`config.mk`:
```
export PLATFORM = sky130hd
export DESIGN_NAME = wbm_uart_sched
export DESIGN_NICKNAME = d
export VERILOG_FILES = /design/src/rtl/wbm_uart_sched.sv
export SDC_FILE = /design/constraint.sdc
export NUM_CORES = 1
export LEC_CHECK = 0
export CAP_MARGIN = 20
export CORE_MARGIN = 8
export CORE_UTILIZATION = 34
export CTS_CLUSTER_DIAMETER = 50
export CTS_CLUSTER_SIZE = 28
export DETAILED_ROUTE_END_ITERATION = 6
export PLACE_DENSITY = 0.86
export SYNTH_ARGS = -nofsm -noshare
export SYNTH_HDL_FRONTEND = slang
export SYNTH_SLANG_ARGS = --single-unit
```
`constraint.sdc`:
```
create_clock -name i_clk -period 1.7 [get_ports i_clk]
set_input_delay 0.17 -clock i_clk [delete_from_list [all_inputs] [get_ports i_clk]]
set_output_delay 0.17 -clock i_clk [all_outputs]
set_load 0.01 [all_outputs]
```
`src/rtl/wbm_uart_sched.sv`:
```
// wbm_uart_sched: Wishbone master that drives a memory-mapped UART slave for a
// byte-stream client. After reset it writes CTRL, then polls STATUS and moves
// client TX bytes into WDATA. With UART_SCHED_RX_EN defined it also moves
// RDATA bytes out to the client, round-robin against TX.
//
// Client handshakes: a byte transfers on any clock edge where valid and ready
// are both high. Valid must not depend on ready. The producer holds data
// stable while valid is high and ready is low.
//
// Optional feature macro: UART_SCHED_RX_EN (RX path, RX eligibility and
// round-robin arbitration).
module wbm_uart_sched #(
   parameter logic [31:0] BASE_ADDR   = 32'h2000_0000,
   parameter logic [31:0] CTRL_INIT   = 32'h0000_0000,
   parameter int          ACK_TIMEOUT = 16
) (
   input  logic        i_clk,
   input  logic        i_rst,
   input  logic        i_tx_valid,
   input  logic [7:0]  i_tx_data,
   output logic        o_tx_ready,
   output logic        o_rx_valid,
   output logic [7:0]  o_rx_data,
   input  logic        i_rx_ready,
   output logic        o_wb_cyc,
   output logic        o_wb_stb,
   output logic        o_wb_we,
   output logic [31:0] o_wb_addr,
   output logic [31:0] o_wb_data,
   input  logic        i_wb_ack,
   input  logic        i_wb_stall,
   input  logic [31:0] i_wb_data,
   output logic        o_err,
   output logic [2:0]  o_dbg_state
);

   localparam logic [2:0] S_INIT = 3'd0;
   localparam logic [2:0] S_IDLE = 3'd1;
   localparam logic [2:0] S_STAT = 3'd2;
   localparam logic [2:0] S_TXW  = 3'd3;
   localparam logic [2:0] S_RXR  = 3'd4;

   localparam logic [31:0] A_CTRL  = BASE_ADDR;
   localparam logic [31:0] A_STAT  = BASE_ADDR + 32'h4;
   localparam logic [31:0] A_RDATA = BASE_ADDR + 32'h8;
   localparam logic [31:0] A_WDATA = BASE_ADDR + 32'hC;

   // The counter already reads 1 after the request cycle, so the last
   // ack-less cycle allowed is seen when it holds ACK_TIMEOUT-1.
   localparam logic [7:0] TMO_LAST = 8'(ACK_TIMEOUT - 1);

   logic [2:0] state;
   logic [7:0] tmr;
   logic       hold_full;
   logic [7:0] hold_data;
   logic       last_tx;

   logic tx_accept;
   logic req_only;
   logic bus_done;
   logic tmo_hit;
   logic tx_work;
   logic rx_work;
   logic tx_elig;
   logic rx_elig;
   logic grant_tx;
   logic grant_rx;
   logic unused_bits;

   assign o_dbg_state = state;
   assign o_tx_ready  = !hold_full && (state != S_INIT);
   assign tx_accept   = i_tx_valid && o_tx_ready;

   // Request accepted without a same-cycle ack: stb drops, ack wait begins.
   assign req_only = o_wb_cyc && o_wb_stb && !i_wb_stall && !i_wb_ack;
   // An ack counts in the request cycle itself or in any later wait cycle.
   assign bus_done = o_wb_cyc && i_wb_ack && (!o_wb_stb || !i_wb_stall);
   assign tmo_hit  = o_wb_cyc && !o_wb_stb && !i_wb_ack && (tmr == TMO_LAST);

   // A byte accepted this very cycle already counts as TX work so the STAT
   // poll starts on the next cycle.
   assign tx_work = hold_full || tx_accept;
   assign tx_elig = hold_full && !i_wb_data[0];

`ifdef UART_SCHED_RX_EN
   logic       rx_full;
   logic [7:0] rx_byte;

   assign rx_work     = !rx_full;
   assign rx_elig     = rx_work && !i_wb_data[3];
   assign o_rx_valid  = rx_full;
   assign o_rx_data   = rx_byte;
   assign unused_bits = &{1'b0, i_wb_data[31:8]};

   // RX output slot: filled by an acked RDATA read, emptied by the client.
   always_ff @(posedge i_clk) begin
      if (i_rst) begin
         rx_full <= 1'b0;
         rx_byte <= 8'h00;
      end else if ((state == S_RXR) && bus_done) begin
         rx_full <= 1'b1;
         rx_byte <= i_wb_data[7:0];
      end else if (rx_full && i_rx_ready) begin
         rx_full <= 1'b0;
      end
   end
`else
   assign rx_work     = 1'b0;
   assign rx_elig     = 1'b0;
   assign o_rx_valid  = 1'b0;
   assign o_rx_data   = 8'h00;
   assign unused_bits = &{1'b0, i_wb_data[31:1], i_rx_ready};
`endif

   // Both eligible: take the side that did not win last time.
   assign grant_tx = tx_elig && (!rx_elig || !last_tx);
   assign grant_rx = rx_elig && !grant_tx;

   // Scheduler FSM, bus cycle engine, TX holding register and error flag.
   always_ff @(posedge i_clk) begin
      if (i_rst) begin
         state     <= S_INIT;
         o_wb_cyc  <= 1'b0;
         o_wb_stb  <= 1'b0;
         o_wb_we   <= 1'b0;
         o_wb_addr <= 32'h0;
         o_wb_data <= 32'h0;
         tmr       <= 8'h00;
         hold_full <= 1'b0;
         hold_data <= 8'h00;
         last_tx   <= 1'b0;
         o_err     <= 1'b0;
      end else begin
         if (tx_accept) begin
            hold_full <= 1'b1;
            hold_data <= i_tx_data;
         end

         if (req_only) begin
            o_wb_stb <= 1'b0;
            tmr      <= 8'd1;
         end else if (o_wb_cyc && !o_wb_stb && !i_wb_ack) begin
            tmr <= tmr + 8'd1;
         end

         // Timeout abandons the access; a held TX byte stays for a retry.
         if (tmo_hit) begin
            o_wb_cyc <= 1'b0;
            o_err    <= 1'b1;
            state    <= S_IDLE;
         end

         case (state)
            S_INIT: begin
               if (!o_wb_cyc) begin
                  o_wb_cyc  <= 1'b1;
                  o_wb_stb  <= 1'b1;
                  o_wb_we   <= 1'b1;
                  o_wb_addr <= A_CTRL;
                  o_wb_data <= CTRL_INIT;
               end else if (bus_done) begin
                  o_wb_cyc <= 1'b0;
                  o_wb_stb <= 1'b0;
                  state    <= S_IDLE;
               end
            end
            S_IDLE: begin
               if (tx_work || rx_work) begin
                  o_wb_cyc  <= 1'b1;
                  o_wb_stb  <= 1'b1;
                  o_wb_we   <= 1'b0;
                  o_wb_addr <= A_STAT;
                  state     <= S_STAT;
               end
            end
            S_STAT: begin
               if (bus_done) begin
                  if (grant_tx) begin
                     o_wb_cyc  <= 1'b1;
                     o_wb_stb  <= 1'b1;
                     o_wb_we   <= 1'b1;
                     o_wb_addr <= A_WDATA;
                     o_wb_data <= {24'h0, hold_data};
                     last_tx   <= 1'b1;
                     state     <= S_TXW;
                  end else if (grant_rx) begin
                     o_wb_cyc  <= 1'b1;
                     o_wb_stb  <= 1'b1;
                     o_wb_we   <= 1'b0;
                     o_wb_addr <= A_RDATA;
                     last_tx   <= 1'b0;
                     state     <= S_RXR;
                  end else begin
                     o_wb_cyc <= 1'b0;
                     o_wb_stb <= 1'b0;
                     state    <= S_IDLE;
                  end
               end
            end
            S_TXW: begin
               if (bus_done) begin
                  hold_full <= 1'b0;
                  o_wb_cyc  <= 1'b0;
                  o_wb_stb  <= 1'b0;
                  state     <= S_IDLE;
               end
            end
            S_RXR: begin
               if (bus_done) begin
                  o_wb_cyc <= 1'b0;
                  o_wb_stb <= 1'b0;
                  state    <= S_IDLE;
               end
            end
            default: begin
               o_wb_cyc <= 1'b0;
               o_wb_stb <= 1'b0;
               state    <= S_IDLE;
            end
         endcase
      end
   end

endmodule

```
Word-level counts from Yosys, hierarchy flattened. Index checks and enable logic that the tools add are counted. Widths: inputs -> output; s select.

Register bits: 88. Input port bits: 46. Output and inout bits: 81. Word-level logic and storage cells: 87.

Add/subtract/negate cells: 1. Equality and inequality tests: 9. Muxes and demuxes: 39. Reductions and logical operators: 27.

Operator list (count): $mux 32 (7); $pmux 32 s3 (1); $pmux 32 s2 (1); $mux 1 (20); $mux 3 (5); $pmux 3 s4 (1); $logic_and 1x1->1 (11); $add 8x1->8 const B (1); $eq 8x4->1 const B (1); $ne 2x2->1 const B (4); $pmux 1 s4 (2); $eq 3x2->1 const B (2); $reduce_bool 3->1 (2); $logic_not 1->1 (5); $reduce_and 5->1 (1); $reduce_and 4->1 (1); $reduce_bool 2->1 (2); $reduce_or 2->1 (2); $eq 3x1->1 const B (1); $eq 3x3->1 const B (1); $logic_not 3->1 (1); $pmux 1 s3 (1); $logic_or 1x1->1 (2); $mux 2 (1).

Longest topological paths before layout.
Word-level depth: 8. Gate-level depth with buffers: 7. Gate-level depth less buffers: 6.

Worst setup path before layout. Ideal clock, no wire load.

Path kind: register -> register. From: register o_wb_cyc. To: register o_wb_data[6]. Setup time: 67 ps. Arrival: 1683 ps. Data required time: 1633 ps. Path slack: -50 ps. Cell stages (with the launch flop): 7. Buffers on the path: 1. Cell sequence: dfxtp_1 -> a21boi_4 -> nand3_2 -> a2111oi_4 -> buf_6 -> nand3_2 -> o21ai_2.

Word-level cells in the longest chain between the ends: 4. Elaborated cells on any way between the ends: 5.

RTL lines: start: declaration (line 25) `output logic o_wb_cyc,`; start signal: assignment (line 123) `o_wb_cyc <= 1'b0;`; start signal: assignment (line 148) `o_wb_cyc <= 1'b0;`; start signal: assignment (line 156) `o_wb_cyc <= 1'b1;`; $logic_and 1x1->1 (2 in series) (line 77) `assign bus_done = o_wb_cyc && i_wb_ack && (!o_wb_stb || !i_wb_stall);`; $ne 2x2->1 (no source line); $reduce_and 4->1 (no source line) *; end signal: assignment (line 183) `o_wb_data <= {24'h0, hold_data};`; end: declaration (line 29) `output logic [31:0] o_wb_data,`.

Every way passes the cells marked *; elsewhere a longest branch is shown, timed or not. A chain may end at the register's enable or synchronous reset.

Worst setup path after layout.
From: register tmr[0]. To: register state[1], in the netlist o_dbg_state[1].

Word-level cells in the longest chain between the ends: 6. Elaborated cells on any way between the ends: 8.

RTL lines: start: declaration (line 53) `logic [7:0] tmr;`; start signal: assignment (line 143) `tmr <= tmr + 8'd1;`; $eq 8x4->1 * (line 78) `assign tmo_hit = o_wb_cyc && !o_wb_stb && !i_wb_ack && (tmr == TMO_LAST);`; $logic_and 1x1->1 * (line 78); $mux 3 * (line 147) `if (tmo_hit) begin`; $mux 3 (line 161, 201, 209); $mux 3 (line 155) `if (!o_wb_cyc) begin`; $pmux 3 s4 * (line 153) `case (state)`; end signal: assignment (line 150) `state <= S_IDLE;`; end signal: assignment (line 164) `state <= S_IDLE;`; end signal: assignment (line 212) `state <= S_IDLE;`; end: declaration (line 52) `logic [2:0] state;`.

Marked as above.

==> impl_metrics.json <==
{
  "clk_latency_ps": 280,
  "dp_hpwl_mm": 3.58,
  "synthAdderAreaFrac": 0.00606,
  "antenna_found_initial": 0,
  "synthMuxAreaShare": 0.0388,
  "grt.total_usage": 0.104,
  "status": "completed",
  "synth_top_family_by_area": "buffers and inverters",
  "path_buf_inv": 0,
  "synthFlopType": "dfxtp_1",
  "worstSetupPathType": "flop to flop",
  "yosysMostFrequentCell": "buf_4",
  "worstPathArrival_ps": 1790,
  "drv_slew": 0,
  "synth_cells": 241,
  "finalCritPeriodShare": 0.947,
  "synth_top_area_cell": "dfxtp_1",
  "post-cts-setup-buffers": 0,
  "synth_top_area_share": 0.339,
  "die_h_um": 93.9,
  "hold_viol": 0,
  "power.density_nw_per_um2": 756,
  "critical_path_peak_fanout": 5,
  "cts_tree": "yes",
  "final_layout_size_suffix_gt1_frac": 0.167,
  "overflow": 0,
  "drt_iter0_markers": 78,
  "rows": 28,
  "reg2reg_slack_ps": 90,
  "end_kind": "flop",
  "synth_area_leaders": "dfxtp_1 (34%), buf_4 (23%), nor2_1 (4.5%)",
  "vias": 1599,
  "vias_per_cell": 4.35,
  "crit_slowest_cell": "dfxtp_1",
  "synth_common_cells": "buf_4 (63), dfxtp_1 (35), nor2_1 (25)",
  "drcViolationCount": 0,
  "synth-compound-area-share": 0.120,
  "synth_xor_area_frac": 0.0254,
  "area_growth_syn_to_layout_pct": 21.3,
  "worst_clock_skew_ps": 3.14,
  "drt_wl_total_mm": 4.51,
  "holdWs_ps": 451,
  "portBuffers": 32,
  "worst_path_most_repeated_cell": "and3_1",
  "async_flop_share": 0,
  "ys_seq_elements": 35,
  "grt_max_degree": 21,
  "ant_nets": 0,
  "ir_worst_vdd_mv": 0.553,
  "core_area_um2": 5890,
  "place.gp.congestion": 0.847,
  "leakagePower_nw": 1.04,
  "fin_nets": 340,
  "grt_pass1_vias": 1624,
  "ys_types": 44,
  "cts_buffer_depth": 2,
  "hp-class": "flop to flop",
  "pin_count": 127,
  "finalSetupTns_ps": 0,
  "avgSynthCellArea_um2": 8.57,
  "synth-edff-count": 0,
  "yosys_warnings": 0,
  "cts.sinks": 35,
  "initial_core_util": 0.351,
  "slowest_delay_ps": 370,
  "diodes": 0,
  "grt_first_pass_wirelength_mm": 7.38,
  "worstPathCellList": "ha_1, and4bb_2, and3_1, nand2_2, a31o_2, and3_1",
  "rsz0062_at_grt": "true",
  "synth_area_um2": 2070,
  "cp_top_family": "simple AND/OR/NAND/NOR gates",
  "die_w_um": 93.9,
  "fillCellCount": 606,
  "crit_path_start_kind": "flop",
  "htree_levels": 2,
  "setup_viol": 0,
  "drv_cap": 0,
  "dieArea_um2": 8830,
  "required_ps": 1880,
  "wire_per_inst_um": 12.3,
  "ctsRootBufferMaster": "clkbuf_8",
  "clk_pin_slew_ps": 70,
  "numCtsBuffers": 5,
  "drtPass1Iterations": 4,
  "ys_seq_area_frac": 0.339,
  "fmax_mhz": 621,
  "yosys.area_share.simple": 0.217,
  "fin_crit_ps": 1610
}
[final cells by class]
class | instances | area (um^2) | area share
inverters | 2 | 7.51 | 0.00300
flip-flops and latches | 35 | 708 | 0.283
clock inverters | 1 | 5.00 | 0.00200
well taps | 75 | 93.8 | 0.0375
multi-input cells | 194 | 1090 | 0.435
clock buffers | 6 | 82.6 | 0.0330
repair buffers | 55 | 518 | 0.207
[layout by cell type, fill, tap and decap left out, types with 3 or more instances in the layout]
cell type,synthesis,layout
a21oi_1,9,9
buf_4,63,21
clkbuf_8,0,6
clkdlybuf4s50_1,0,31
conb_1,1,62
dfxtp_1,35,31
dfxtp_2,0,3
mux2i_1,8,8
nand2_1,6,5
nand2b_1,10,10
nand3_1,10,10
nor2_1,25,25
nor2b_1,7,6
o21ai_0,14,14
or3_1,3,3
xnor2_1,3,3
xor2_1,3,3
[metal layers]
metal,GRT usage,share of wire,wire (um)
met3,0.0424,0.11,517
met4,0.0449,0.016,70
met1,0.105,0.38,1730
met5,0,0,0
met2,0.184,0.49,2200
[final timing paths]
check,cells past startpoint,end,start
worst max register to register,6,o_dbg_state[1],tmr[0]
worst min-delay path,2,o_err,o_err
worst min register to register,2,o_err,o_err
worst max-delay path,6,o_dbg_state[1],tmr[0]
[flip-flops by register name, indices dropped and copies added, names as in the netlist]
register	cells
o_wb_data	8
hold_full	1
tmr	8
hold_data	8
o_wb_stb	1
o_wb_addr	3
o_dbg_state	3
o_wb_cyc	1
o_wb_we	1
o_err	1
[worst min-delay path: stages, from the launching register on]
cell     delay [ps]
dfxtp_1         310
inv_1            50
a21oi_1          50
[cell families after synthesis]
kind of cell	Yosys count
adder cells (fa/ha/maj)	1
flip-flops	35
other	1
AND/OR/NAND/NOR	81
AO/OA/AOI/OAI	36
XOR/XNOR	6
multiplexers	8
buffers and inverters	73
[per-stage QoR]
step	instance area, um^2	setup slack [ps]	util	instances	power [mW]
2_1_floorplan	2300	0.763	-	302	1.24
3_3_place_gp	2390	-144	0.407	361	1.30
3_5_place_dp	2390	-155	0.407	361	1.30
4_1_cts	2480	28.4	0.422	368	1.92
5_1_grt	2500	-9.77	0.426	368	2.02
6_report	2500	90.5	0.426	368	1.89
[power breakdown]
part / total (mW) / internal [mW] / switching (mW)
sequential: 0.882 / 0.852 / 0.0298
clock: 0.599 / 0.317 / 0.282
combinational: 0.413 / 0.191 / 0.222
[timing repair]
action | in CTS | in global routing
resized for setup | 3 | 8
endpoints found under the setup margin | 1 | 15
hold buffers | 0 | 0
cloned | 0 | 0
No activity file was read; power rests on OpenSTA's default activity.
